==> src/rtl/key_encoder16_pkg.sv <==
// -----------------------------------------------------------------------------
// key_pkg : shared types and constants for the key_encoder16 input block.
//   CODE_W      width of the encoded key index
//   key_state_e debounce state machine encoding
//   SEG_GLYPH   active-high {a,b,c,d,e,f,g} hex glyphs, indexed by code
//   seg_glyph() table lookup used when the seven-segment output is built
// -----------------------------------------------------------------------------
package key_pkg;

    localparam int CODE_W = 4;

    typedef enum logic [1:0] {
        IDLE      = 2'd0,
        DEB_PRESS = 2'd1,
        PRESSED   = 2'd2,
        DEB_REL   = 2'd3
    } key_state_e;

    localparam logic [6:0] SEG_GLYPH [0:15] = '{
        7'b1111110, 7'b0110000, 7'b1101101, 7'b1111001,
        7'b0110011, 7'b1011011, 7'b1011111, 7'b1110000,
        7'b1111111, 7'b1111011, 7'b1110111, 7'b0011111,
        7'b1001110, 7'b0111101, 7'b1001111, 7'b1000111
    };

    function automatic logic [6:0] seg_glyph(input logic [CODE_W-1:0] code_val);
        return SEG_GLYPH[code_val];
    endfunction

endpackage

==> src/rtl/key_encoder16_if.sv <==
// -----------------------------------------------------------------------------
// key_encoder16_if : key-line inputs and encoded outputs of key_encoder16.
//   en             enable (low clears outputs and returns to idle)
//   key_low[15:0]  raw active-low key lines, asynchronous to clk
//   code[3:0]      index of the accepted key
//   valid          a key is currently accepted
//   press          one-cycle strobe on acceptance of a press
//   release_strobe one-cycle strobe on acceptance of a release
//                  ("release" itself is a reserved word in SystemVerilog)
//   seg[6:0]       hex glyph of code, only when KEY_SEG_OUT_EN is defined
// master = the driver of the key lines, slave = key_encoder16.
// -----------------------------------------------------------------------------
interface key_encoder16_if;
    import key_pkg::*;

    logic              en;
    logic [15:0]       key_low;
    logic [CODE_W-1:0] code;
    logic              valid;
    logic              press;
    logic              release_strobe;
`ifdef KEY_SEG_OUT_EN
    logic [6:0]        seg;
`endif

    modport master (
        output en, key_low,
        input  code, valid, press, release_strobe
`ifdef KEY_SEG_OUT_EN
        , input seg
`endif
    );

    modport slave (
        input  en, key_low,
        output code, valid, press, release_strobe
`ifdef KEY_SEG_OUT_EN
        , output seg
`endif
    );

endinterface

==> src/rtl/key_encoder16_prio.sv <==
// -----------------------------------------------------------------------------
// key_prio16 : combinational lowest-index priority encoder, 16 -> {any, pri}.
//   act[15:0]  active-high request lines
//   any        OR of all request lines
//   pri[3:0]   lowest set index of act (0 when no line is set)
// -----------------------------------------------------------------------------
module key_prio16
    import key_pkg::*;
(
    input  logic [15:0]       act,
    output logic              any,
    output logic [CODE_W-1:0] pri
);

    // Scan from the top so the lowest set index is the last to win.
    always_comb begin
        any = |act;
        pri = {CODE_W{1'b0}};
        for (int i = 15; i >= 0; i--) begin
            pri = act[i] ? CODE_W'(i) : pri;
        end
    end

endmodule

==> src/rtl/key_encoder16.sv <==
// -----------------------------------------------------------------------------
// key_encoder16 : debounced 16-line priority encoder.
// Synchronises active-low key lines, debounces presses and releases over
// DEB_CYC stable cycles, and reports the lowest pressed index with press /
// release strobes. Optional feature macro: KEY_SEG_OUT_EN adds a registered
// seven-segment glyph of code on bus.seg.
//   clk    system clock
//   rst_n  asynchronous active-low reset
//   bus    key_encoder16_if.slave (en, key_low in; code, valid, press,
//          release_strobe, optional seg out)
// -----------------------------------------------------------------------------
module key_encoder16
    import key_pkg::*;
#(
    parameter int DEB_CYC = 50000
)(
    input  logic           clk,
    input  logic           rst_n,
    key_encoder16_if.slave bus
);

    localparam int              CNT_W    = $clog2(DEB_CYC);
    localparam logic [CNT_W-1:0] CNT_LAST = CNT_W'(DEB_CYC - 1);
    localparam logic [CNT_W-1:0] CNT_ONE  = CNT_W'(1);

    logic [15:0]       sync1_r;
    logic [15:0]       act_r;
    logic [15:0]       snap_r;
    logic [CNT_W-1:0]  cnt_r;
    key_state_e        state_r;
    logic [CODE_W-1:0] code_r;
    logic              valid_r;
    logic              press_r;
    logic              release_r;
    logic              any_s;
    logic [CODE_W-1:0] pri_s;
`ifdef KEY_SEG_OUT_EN
    logic [6:0]        seg_r;
`endif

    // Two-flop synchroniser; keeps running while en is low.
    always_ff @(posedge clk or negedge rst_n) begin
        if (!rst_n) begin
            sync1_r <= 16'h0000;
            act_r   <= 16'h0000;
        end else begin
            sync1_r <= ~bus.key_low;
            act_r   <= sync1_r;
        end
    end

    key_prio16 u_prio (
        .act (act_r),
        .any (any_s),
        .pri (pri_s)
    );

    // Debounce state machine with registered outputs.
    always_ff @(posedge clk or negedge rst_n) begin
        if (!rst_n) begin
            state_r   <= IDLE;
            cnt_r     <= {CNT_W{1'b0}};
            snap_r    <= 16'h0000;
            code_r    <= {CODE_W{1'b0}};
            valid_r   <= 1'b0;
            press_r   <= 1'b0;
            release_r <= 1'b0;
`ifdef KEY_SEG_OUT_EN
            seg_r     <= 7'b0000000;
`endif
        end else if (!bus.en) begin
            state_r   <= IDLE;
            cnt_r     <= {CNT_W{1'b0}};
            code_r    <= {CODE_W{1'b0}};
            valid_r   <= 1'b0;
            press_r   <= 1'b0;
            release_r <= 1'b0;
`ifdef KEY_SEG_OUT_EN
            seg_r     <= 7'b0000000;
`endif
        end else begin
            press_r   <= 1'b0;
            release_r <= 1'b0;
            case (state_r)
                IDLE: begin
                    if (any_s) begin
                        snap_r  <= act_r;
                        cnt_r   <= {CNT_W{1'b0}};
                        state_r <= DEB_PRESS;
                    end
                end
                DEB_PRESS: begin
                    if (!any_s) begin
                        cnt_r   <= {CNT_W{1'b0}};
                        state_r <= IDLE;
                    end else if (act_r != snap_r) begin
                        // Any change of the pressed set restarts the window.
                        snap_r <= act_r;
                        cnt_r  <= {CNT_W{1'b0}};
                    end else if (cnt_r == CNT_LAST) begin
                        code_r  <= pri_s;
                        valid_r <= 1'b1;
                        press_r <= 1'b1;
                        state_r <= PRESSED;
`ifdef KEY_SEG_OUT_EN
                        seg_r   <= seg_glyph(pri_s);
`endif
                    end else begin
                        cnt_r <= cnt_r + CNT_ONE;
                    end
                end
                PRESSED: begin
                    // No rollover: the accepted code holds while any key is down.
                    if (!any_s) begin
                        cnt_r   <= {CNT_W{1'b0}};
                        state_r <= DEB_REL;
                    end
                end
                DEB_REL: begin
                    if (any_s) begin
                        cnt_r   <= {CNT_W{1'b0}};
                        state_r <= PRESSED;
                    end else if (cnt_r == CNT_LAST) begin
                        valid_r   <= 1'b0;
                        release_r <= 1'b1;
                        cnt_r     <= {CNT_W{1'b0}};
                        state_r   <= IDLE;
`ifdef KEY_SEG_OUT_EN
                        seg_r     <= 7'b0000000;
`endif
                    end else begin
                        cnt_r <= cnt_r + CNT_ONE;
                    end
                end
                default: begin
                    cnt_r   <= {CNT_W{1'b0}};
                    state_r <= IDLE;
                end
            endcase
        end
    end

    assign bus.code           = code_r;
    assign bus.valid          = valid_r;
    assign bus.press          = press_r;
    assign bus.release_strobe = release_r;
`ifdef KEY_SEG_OUT_EN
    assign bus.seg            = seg_r;
`endif

endmodule
==> src/flat_wrapper.sv <==
// flat-port wrapper written by rule: the top's interface ports become plain ports
module key_encoder16_flat import key_pkg::*;
#(
    parameter int DEB_CYC = 50000
)
  (clk, rst_n, bus_en, bus_key_low, bus_code, bus_valid, bus_press, bus_release_strobe);
  key_encoder16_if bus_i ();
  input  logic clk;
  input  logic rst_n;
  input wire logic [$bits(bus_i.en)-1:0] bus_en;
  input wire logic [$bits(bus_i.key_low)-1:0] bus_key_low;
  output wire logic [$bits(bus_i.code)-1:0] bus_code;
  output wire logic [$bits(bus_i.valid)-1:0] bus_valid;
  output wire logic [$bits(bus_i.press)-1:0] bus_press;
  output wire logic [$bits(bus_i.release_strobe)-1:0] bus_release_strobe;
  assign bus_i.en = bus_en;
  assign bus_i.key_low = bus_key_low;
  assign bus_code = bus_i.code;
  assign bus_valid = bus_i.valid;
  assign bus_press = bus_i.press;
  assign bus_release_strobe = bus_i.release_strobe;
  key_encoder16 #(.DEB_CYC(DEB_CYC)) u_core (.clk(clk), .rst_n(rst_n), .bus(bus_i));
endmodule
==> config.mk <==
export PLATFORM = sky130hd
export DESIGN_NAME = key_encoder16_flat
export DESIGN_NICKNAME = d
export VERILOG_FILES = /design/src/rtl/key_encoder16_pkg.sv /design/src/rtl/key_encoder16_if.sv /design/src/rtl/key_encoder16_prio.sv /design/src/rtl/key_encoder16.sv /design/src/flat_wrapper.sv
export SDC_FILE = /design/constraint.sdc
export NUM_CORES = 1
export LEC_CHECK = 0
export ABC_AREA = 1
export ABC_CLOCK_PERIOD_IN_PS = 2210
export CORE_UTILIZATION = 60
export CTS_BUF_LIST = sky130_fd_sc_hd__clkbuf_8
export DETAILED_ROUTE_END_ITERATION = 16
export PLACE_DENSITY_LB_ADDON = 0.05
export SLEW_MARGIN = 20
export SYNTH_ARGS = -nofsm -noshare
export SYNTH_HDL_FRONTEND = slang
export SYNTH_SLANG_ARGS = --single-unit
==> constraint.sdc <==
create_clock -name clk -period 2.21 [get_ports clk]
set_input_delay 0.442 -clock clk [delete_from_list [all_inputs] [get_ports clk]]
set_output_delay 0.442 -clock clk [all_outputs]
set_load 0.02 [all_outputs]
==> out/results.ini, run 1 <==
[logic_synthesis]
syn_inst=443
yosysWarnings=0
synth_area_sq_mm=0.00365
synth_area_per_cell_sq_um=8.25
yosys_most_used_dff=dfrtp_1
synth_edf_count=0
syn_nets=463
async_reset_ff_share_pct=100
ys_types=37
synth-seq-cells=73
synth_area_leader_cell=dfrtp_1
yosysSeqAreaShare_pct=50.0
yosys-top-cells-area=dfrtp_1, nand2_1, inv_1
yosysTopAreaCellShare_pct=50.0

[final_layout]
final_cell_mix=nand2_1, dfrtp_1, inv_1
syn2layout_area_growth_pct=16.7
drive_gt1_share_pct=12.3
layout_commonest_cell=nand2_1
fin_area_sq_mm=0.00427
fillers=458
nets=501
fin_util_pct=72.5
n_antenna_cell=0

[cts]
cts.sinks=73
hold_buffers=0
path_clk_slew_ns=0.09
clockBufferDepth=2
ctsHtreeMaxLevel=3
cts_tree=done
cts_root_buf=clkbuf_8
clk_latency_ns=0.35
numCtsBuffers=9

[power]
leakagePower_uw=0.00215
cellInternalPower_uw=2440
p_clk_share_pct=33.1
seqPwrFrac_pct=46.2
powerDensity_mw_per_mm2=841
sw_frac_of_total_pct=31.9
finalPower_uw=3590
p_sw_uw=1150
max-vdd-ir-drop_uv=665
combPwrFrac_pct=20.6

[setup_path]
crit_buf_inv=0
cp.required_ns=2.46
cp_slowest_cell=dfrtp_1
worstPathCellList=or2_1 > a21oi_1 > nand4_2 > nor2_4 > nand3_1 > nor2_1 > nor2_1 > nand2_1 > nand2_1
critPathCaptureType=flop
cpPeakStageDelay_ns=0.39
critPathArrivalTime_ns=2.30
cp_top_family=simple AND/OR/NAND/NOR gates
start_kind=flop
worst-setup-path-type=reg -> reg
critPathMaxFanout=8

[hold_path]
hold_path.class=in -> async

[global_routing]
first_global_vias=2873
met2_usage_pct=43.8
use_met1_pct=36.4
grtUsageTotal_pct=27.4
antenna_found_initial=0
top_usage_layer=met2
gr-total-overflow=0
grt_util_met3_pct=8.00
grt_first_pass_wirelength_mm=13.1
grt_max_degree=44

[run]
maxCapViolCount=0

[floorplan]
io_pins=26
initial_core_util_pct=62.1
die_h_microns=80.0
die_area_sq_mm=0.00641
die_w_microns=80.0
placementRows=28
coreArea_sq_mm=0.00589

[timing]
hold_violations=0
clock_skew_ns=0.00848
grt_setup_unrepaired=true
finalSetupViolCount=0
timing.slew.headroom_pct=65.3
fin_crit_sh_pct=92.8
tightest_slew_ns=0.521
maxSlewViolCount=0
period_needed_ns=2.05
max_freq_mhz=488

[routing]
avgRoutedWirePerCell_microns=13.7
viasPerCell=5.35
via_count=2999
drt_iter0_markers=207
antenna_left=0
drt_drc_violations_left=1
drtPass1Iterations=10
drt-total-wl_mm=7.68

[placement]
post_dp_cell_area_sq_mm=0.00403
dp_hpwl_mm=5.47
gp_congestion=0.901
place.port_buffers=25

[outcome]
outcome=finished with violations
violations=design-rule violations

-- final cells by class --
class | instances | area (sq um) | area share [%]
Timing Repair Buffer | 39 | 363 | 8.51
Clock buffer | 9 | 124 | 2.90
Multi-Input combinational cell | 292 | 1510 | 35.4
Clock inverter | 7 | 101 | 2.38
Inverter | 66 | 248 | 5.81
Tap cell | 75 | 93.8 | 2.20
Sequential cell | 73 | 1830 | 42.8
-- per-layer routing --
metal / up-vias / part of all wire [%] / wire [microns]
li1: 1482 / - / -
met1: 1409 / 46 / 3540
met2: 93 / 46 / 3550
met3: 15 / 6.2 / 477
met4: 0 / 1.4 / 110
met5: - / 0 / 0
-- cell families after synthesis --
group / count (synthesis) / share of synthesized area (%)
adders and majority gates: 1 / 0.342
AOI/OAI and AO/OA: 41 / 6.51
and+or+nand+nor: 229 / 29.3
buffers and inverters: 78 / 8.77
DFF: 73 / 50.0
xor gates and xnor gates: 21 / 5.03
-- path summary, 6_finish.rpt --
check                                   start                 end  slack, ns  cells after the start
max                          u_core.act_r[13]  u_core.bus.code[2]       0.16                      9
min                                     rst_n     u_core.act_r[3]       0.11                      2
max reg2reg                  u_core.act_r[13]  u_core.bus.code[2]       0.16                      9
min reg2reg                u_core.sync1_r[14]    u_core.act_r[14]       0.35                      0
max in group asynchronous               rst_n     u_core.cnt_r[0]       1.69                      2
min in group clk           u_core.sync1_r[14]    u_core.act_r[14]       0.35                      0
-- state kept, by name (all words and copies together) (netlist names) --
| signal | count |
|---|---|
| u_core.bus.code | 4 |
| u_core.state_r | 2 |
| u_core.bus.valid | 1 |
| u_core.bus.release_strobe | 1 |
| u_core.cnt_r | 16 |
| u_core.snap_r | 16 |
| u_core.sync1_r | 16 |
| u_core.bus.press | 1 |
| u_core.act_r | 16 |
-- worst reg2reg max path, stage by stage, from the launching register on --
cell and delay, ns:
dfrtp_1 0.39, or2_1 0.23, a21oi_1 0.28, nand4_2 0.21, nor2_4 0.23, nand3_1 0.16, nor2_1 0.20, nor2_1 0.12
nand2_1 0.08, nand2_1 0.05
-- power groups by stage --
stage	registers (uW)	clock network, uW	logic (uW)
3_3_place_gp	1670	0	709
4_1_cts	1660	1210	742
3_5_place_dp	1680	0	733
5_1_grt	1680	1270	847
2_1_floorplan	1640	0	525
6_report	1660	1190	740
-- what timing repair did --
action                     4_1_cts  5_1_grt
setup endpoints to repair        0        1
setup buffers                    0        1
gates resized for setup          0        1
-- per-stage QoR --
step	setup TNS [ns]	hold slack [ns]	setup WS, ns	cells
3_3_place_gp	0	0.332	0.231	544
3_5_place_dp	0	0.335	0.151	544
4_1_cts	0	0.107	0.138	560
2_1_floorplan	0	0.146	0.445	443
5_1_grt	-0.00706	0.125	-0.00706	561
6_report	0	0.111	0.160	561
-- cells in the mapped netlist, types with 2 or more instances --
| cell type | instances |
|---|---|
| nand3_1 | 24 |
| nand3_2 | 6 |
| a21oi_1 | 8 |
| o21ai_1 | 9 |
| nand2_2 | 2 |
| buf_4 | 4 |
| inv_1 | 59 |
| xor2_1 | 21 |
| inv_2 | 7 |
| nand2_1 | 118 |
| nor2_4 | 3 |
| o21ai_0 | 15 |
| nor2_2 | 2 |
| nand4_1 | 20 |
| dfrtp_1 | 73 |
| or2_1 | 2 |
| o21ai_2 | 2 |
| nor3_1 | 11 |
| nor2_1 | 33 |
| nand2_4 | 2 |
| clkbuf_1 | 2 |
| o211ai_1 | 2 |
| buf_2 | 4 |
(Power assumes the default switching activity.)
==> run 2, diff against run 1 <==
- ABC_AREA: 1 -> default
==> out/results.ini, run 2 <==
[outcome]
outcome=finished with violations  ; unchanged
violations=negative setup slack  ; was design-rule violations

[cts]
cts_root_buf=clkbuf_8  ; unchanged
cts.sinks=73  ; unchanged
clk_latency_ns=0.37  ; was 0.35 ns
clockBufferDepth=2  ; unchanged
path_clk_slew_ns=0.08  ; was 0.09 ns
cts_tree=done  ; unchanged
ctsHtreeMaxLevel=3  ; unchanged
numCtsBuffers=9  ; unchanged

[power]
combPwrFrac_pct=10.2  ; was 20.6%
sw_frac_of_total_pct=25.5  ; was 31.9%
powerDensity_mw_per_mm2=615  ; was 841 mW/mm^2
leakagePower_uw=0.00203  ; was 0.00215 uW
p_sw_uw=722  ; was 1150 uW
p_clk_share_pct=38.6  ; was 33.1%
seqPwrFrac_pct=51.2  ; was 46.2%
max-vdd-ir-drop_uv=732  ; was 665 uV
cellInternalPower_uw=2110  ; was 2440 uW

[routing]
drt_drc_violations_left=0  ; was 1
drtPass1Iterations=5  ; was 10
viasPerCell=6.12  ; was 5.35
avgRoutedWirePerCell_microns=19.2  ; was 13.7 microns
antenna_left=0  ; unchanged
drt_iter0_markers=339  ; was 207
via_count=2890  ; was 2999
drt-total-wl_mm=9.06  ; was 7.68 mm

[logic_synthesis]
muxShareOfSynthArea_pct=6.19  ; was 0%
synth_xor_area_share_pct=4.58  ; was 5.03%
async_reset_ff_share_pct=100  ; unchanged
yosysSeqAreaShare_pct=56.1  ; was 50.0%
synth_edf_count=0  ; unchanged
synthAdderAreaFrac_pct=0.384  ; was 0.342%
syn_nets=311  ; was 463
yosysWarnings=0  ; unchanged
yosysTopAreaCellShare_pct=56.1  ; was 50.0%
yosys-top-cells-area=dfrtp_1, mux2_2, xor2_1  ; was dfrtp_1, nand2_1, inv_1
ys_types=45  ; was 37
synth_area_sq_mm=0.00325  ; was 0.00365 sq mm
yosys_most_used_dff=dfrtp_1  ; unchanged
synth_compound_area_share_pct=11.1  ; was 6.51%
syn_inst=291  ; was 443
yosys.cell_count.top_type=dfrtp_1  ; was nand2_1
synth_simple_gate_area_share_pct=17.8  ; was 29.3%
synth_area_per_cell_sq_um=11.2  ; was 8.25 sq um
synthTopCellsByCount=dfrtp_1, nor2_1, inv_1, nand2_1  ; was nand2_1, dfrtp_1, inv_1, nor2_1, nand3_1
synth_top_family_by_area=simple AND/OR/NAND/NOR gates  ; unchanged
synth-seq-cells=73  ; unchanged
synth_area_leader_cell=dfrtp_1  ; unchanged

[global_routing]
antenna_found_initial=0  ; unchanged
gr-total-overflow=0  ; unchanged
grtUsageTotal_pct=28.9  ; was 27.4%
first_global_vias=2440  ; was 2873
grt_first_pass_wirelength_mm=11.6  ; was 13.1 mm
grt_max_degree=32  ; was 44

[timing]
layout_setup_ws_ns=-0.209  ; was 0.160 ns
hold_violations=0  ; unchanged
timing.slew.headroom_pct=71.1  ; was 65.3%
fin_crit_sh_pct=109  ; was 92.8%
tightest_slew_ns=0.433  ; was 0.521 ns
period_needed_ns=2.42  ; was 2.05 ns
max_freq_mhz=413  ; was 488 MHz
clock_skew_ns=0.0126  ; was 0.00848 ns
maxSlewViolCount=0  ; unchanged
finalSetupViolCount=30  ; was 0
fin_tns_setup_ns=-2.55  ; was 0 ns
grt_setup_unrepaired=true  ; unchanged

[setup_path]
critPathArrivalTime_ns=2.71  ; was 2.30 ns
cp_slowest_cell=or4_4  ; was dfrtp_1
worst-setup-path-type=reg -> reg  ; unchanged
r2r-start=u_core.act_r[6]  ; was u_core.act_r[13]
critPathMaxFanout=6  ; was 8
worstPathCellList=nor4_4 > and4_4 > mux2i_4 > o31ai_4 > buf_6 > or4_4 > a21oi_1  ; was or2_1 > a21oi_1 > nand4_2 > nor2_4 > nand3_1 > nor2_1 > nor2_1 > nand2_1 > nand2_1
start_kind=flop  ; unchanged
cpPeakStageDelay_ns=0.51  ; was 0.39 ns
critPathCaptureType=flop  ; unchanged
cp.required_ns=2.50  ; was 2.46 ns
cp-startpoint=u_core.act_r[6]  ; was u_core.act_r[13]

[hold_path]
worstHoldStart=u_core.sync1_r[5]
hold_path.class=reg -> reg  ; was in -> async

[floorplan]
die_w_microns=75.6  ; was 80.0 microns
coreArea_sq_mm=0.00517  ; was 0.00589 sq mm
initial_core_util_pct=62.9  ; was 62.1%
die_area_sq_mm=0.00572  ; was 0.00641 sq mm
io_pins=26  ; unchanged
die_h_microns=75.6  ; was 80.0 microns
placementRows=26  ; was 28

[placement]
dp_hpwl_mm=5.18  ; was 5.47 mm
gp_congestion=0.847  ; was 0.901
place.port_buffers=25  ; unchanged

[final_layout]
nets=417  ; was 501
fin_util_pct=89.2  ; was 72.5%
layout_commonest_cell=dfrtp_1  ; was nand2_1
final_cell_mix=dfrtp_1, buf_4, clkdlybuf4s50_1  ; was nand2_1, dfrtp_1, inv_1
n_antenna_cell=0  ; unchanged
drive_gt1_share_pct=36.8  ; was 12.3%
syn2layout_area_growth_pct=41.8  ; was 16.7%

[run]
maxCapViolCount=0  ; unchanged

-- run 2: worst paths after layout --
kind / cells after the start / endpoint / slack, ns
min in group asynchronous: 2 / u_core.bus.code[0] / 0.49
max reg2reg: 7 / u_core.cnt_r[13] / -0.21
max: 7 / u_core.cnt_r[13] / -0.21
min: 0 / u_core.act_r[5] / 0.35
max in group asynchronous: 3 / u_core.cnt_r[5] / 1.19
min reg2reg: 0 / u_core.act_r[5] / 0.35
-- run 2: critical path: cells and delay by family (launching register included) --
kind | cells | cell delay, ns
AO/OA/AOI/OAI | 2 | 0.27
multiplexers | 1 | 0.28
flip-flops | 1 | 0.42
AND/OR/NAND/NOR | 3 | 1.23
buffers and inverters | 1 | 0.15
-- run 2: repair_timing --
item | in CTS | in global routing
endpoints found under the hold margin | 9 | 0
setup endpoints to repair | 36 | 37
cloned | 0 | 1
setup buffers | 3 | 15
hold buffers | 1 | 0
gates resized for setup | 22 | 24
pin swaps | 9 | 20
-- run 2: logic make-up after synthesis --
logic type,count (synthesis)
mux,18
flops,73
buf+inv,29
xor+xnor,17
fa+ha+maj,1
compound gates,51
simple gates,102
-- run 2: layout make-up --
cell class | instances | area (sq um)
fillers | 214 | 558
well taps | 70 | 87.6
clock inverters | 6 | 73.8
clock buffers | 10 | 138
multi-input cells | 189 | 1500
inverters | 21 | 78.8
flip-flops and latches | 73 | 1830
repair buffers | 103 | 906
-- run 2: stage by stage --
step | total power, uW | std cells | hold WS [ns] | cell area, sq um | setup slack, ns
after floorplan | 1570 | 291 | 0.146 | 3310 | -0.121
after global placement | 1700 | 437 | 0.331 | 4060 | -0.240
after detailed placement | 1720 | 437 | 0.336 | 4060 | -0.268
after CTS | 2810 | 457 | 0.354 | 4380 | -0.137
after global routing | 2930 | 472 | 0.357 | 4610 | -0.386
final | 2840 | 472 | 0.352 | 4610 | -0.209
-- run 2: power groups by stage --
stage                     Sequential, uW  Combinational [uW]  Clock [uW]
final                               1450                 289        1100
after global routing                1460                 313        1150
after CTS                           1450                 256        1110
after detailed placement            1470                 244           0
after global placement              1470                 234           0
after floorplan                     1470                97.8           0
-- run 2: per-layer routing --
layer	GRT usage [%]	share of wire [%]
met1	37.5	39
met2	47.7	51
met3	7.94	6.7
met4	8.64	3.0
met5	0	0
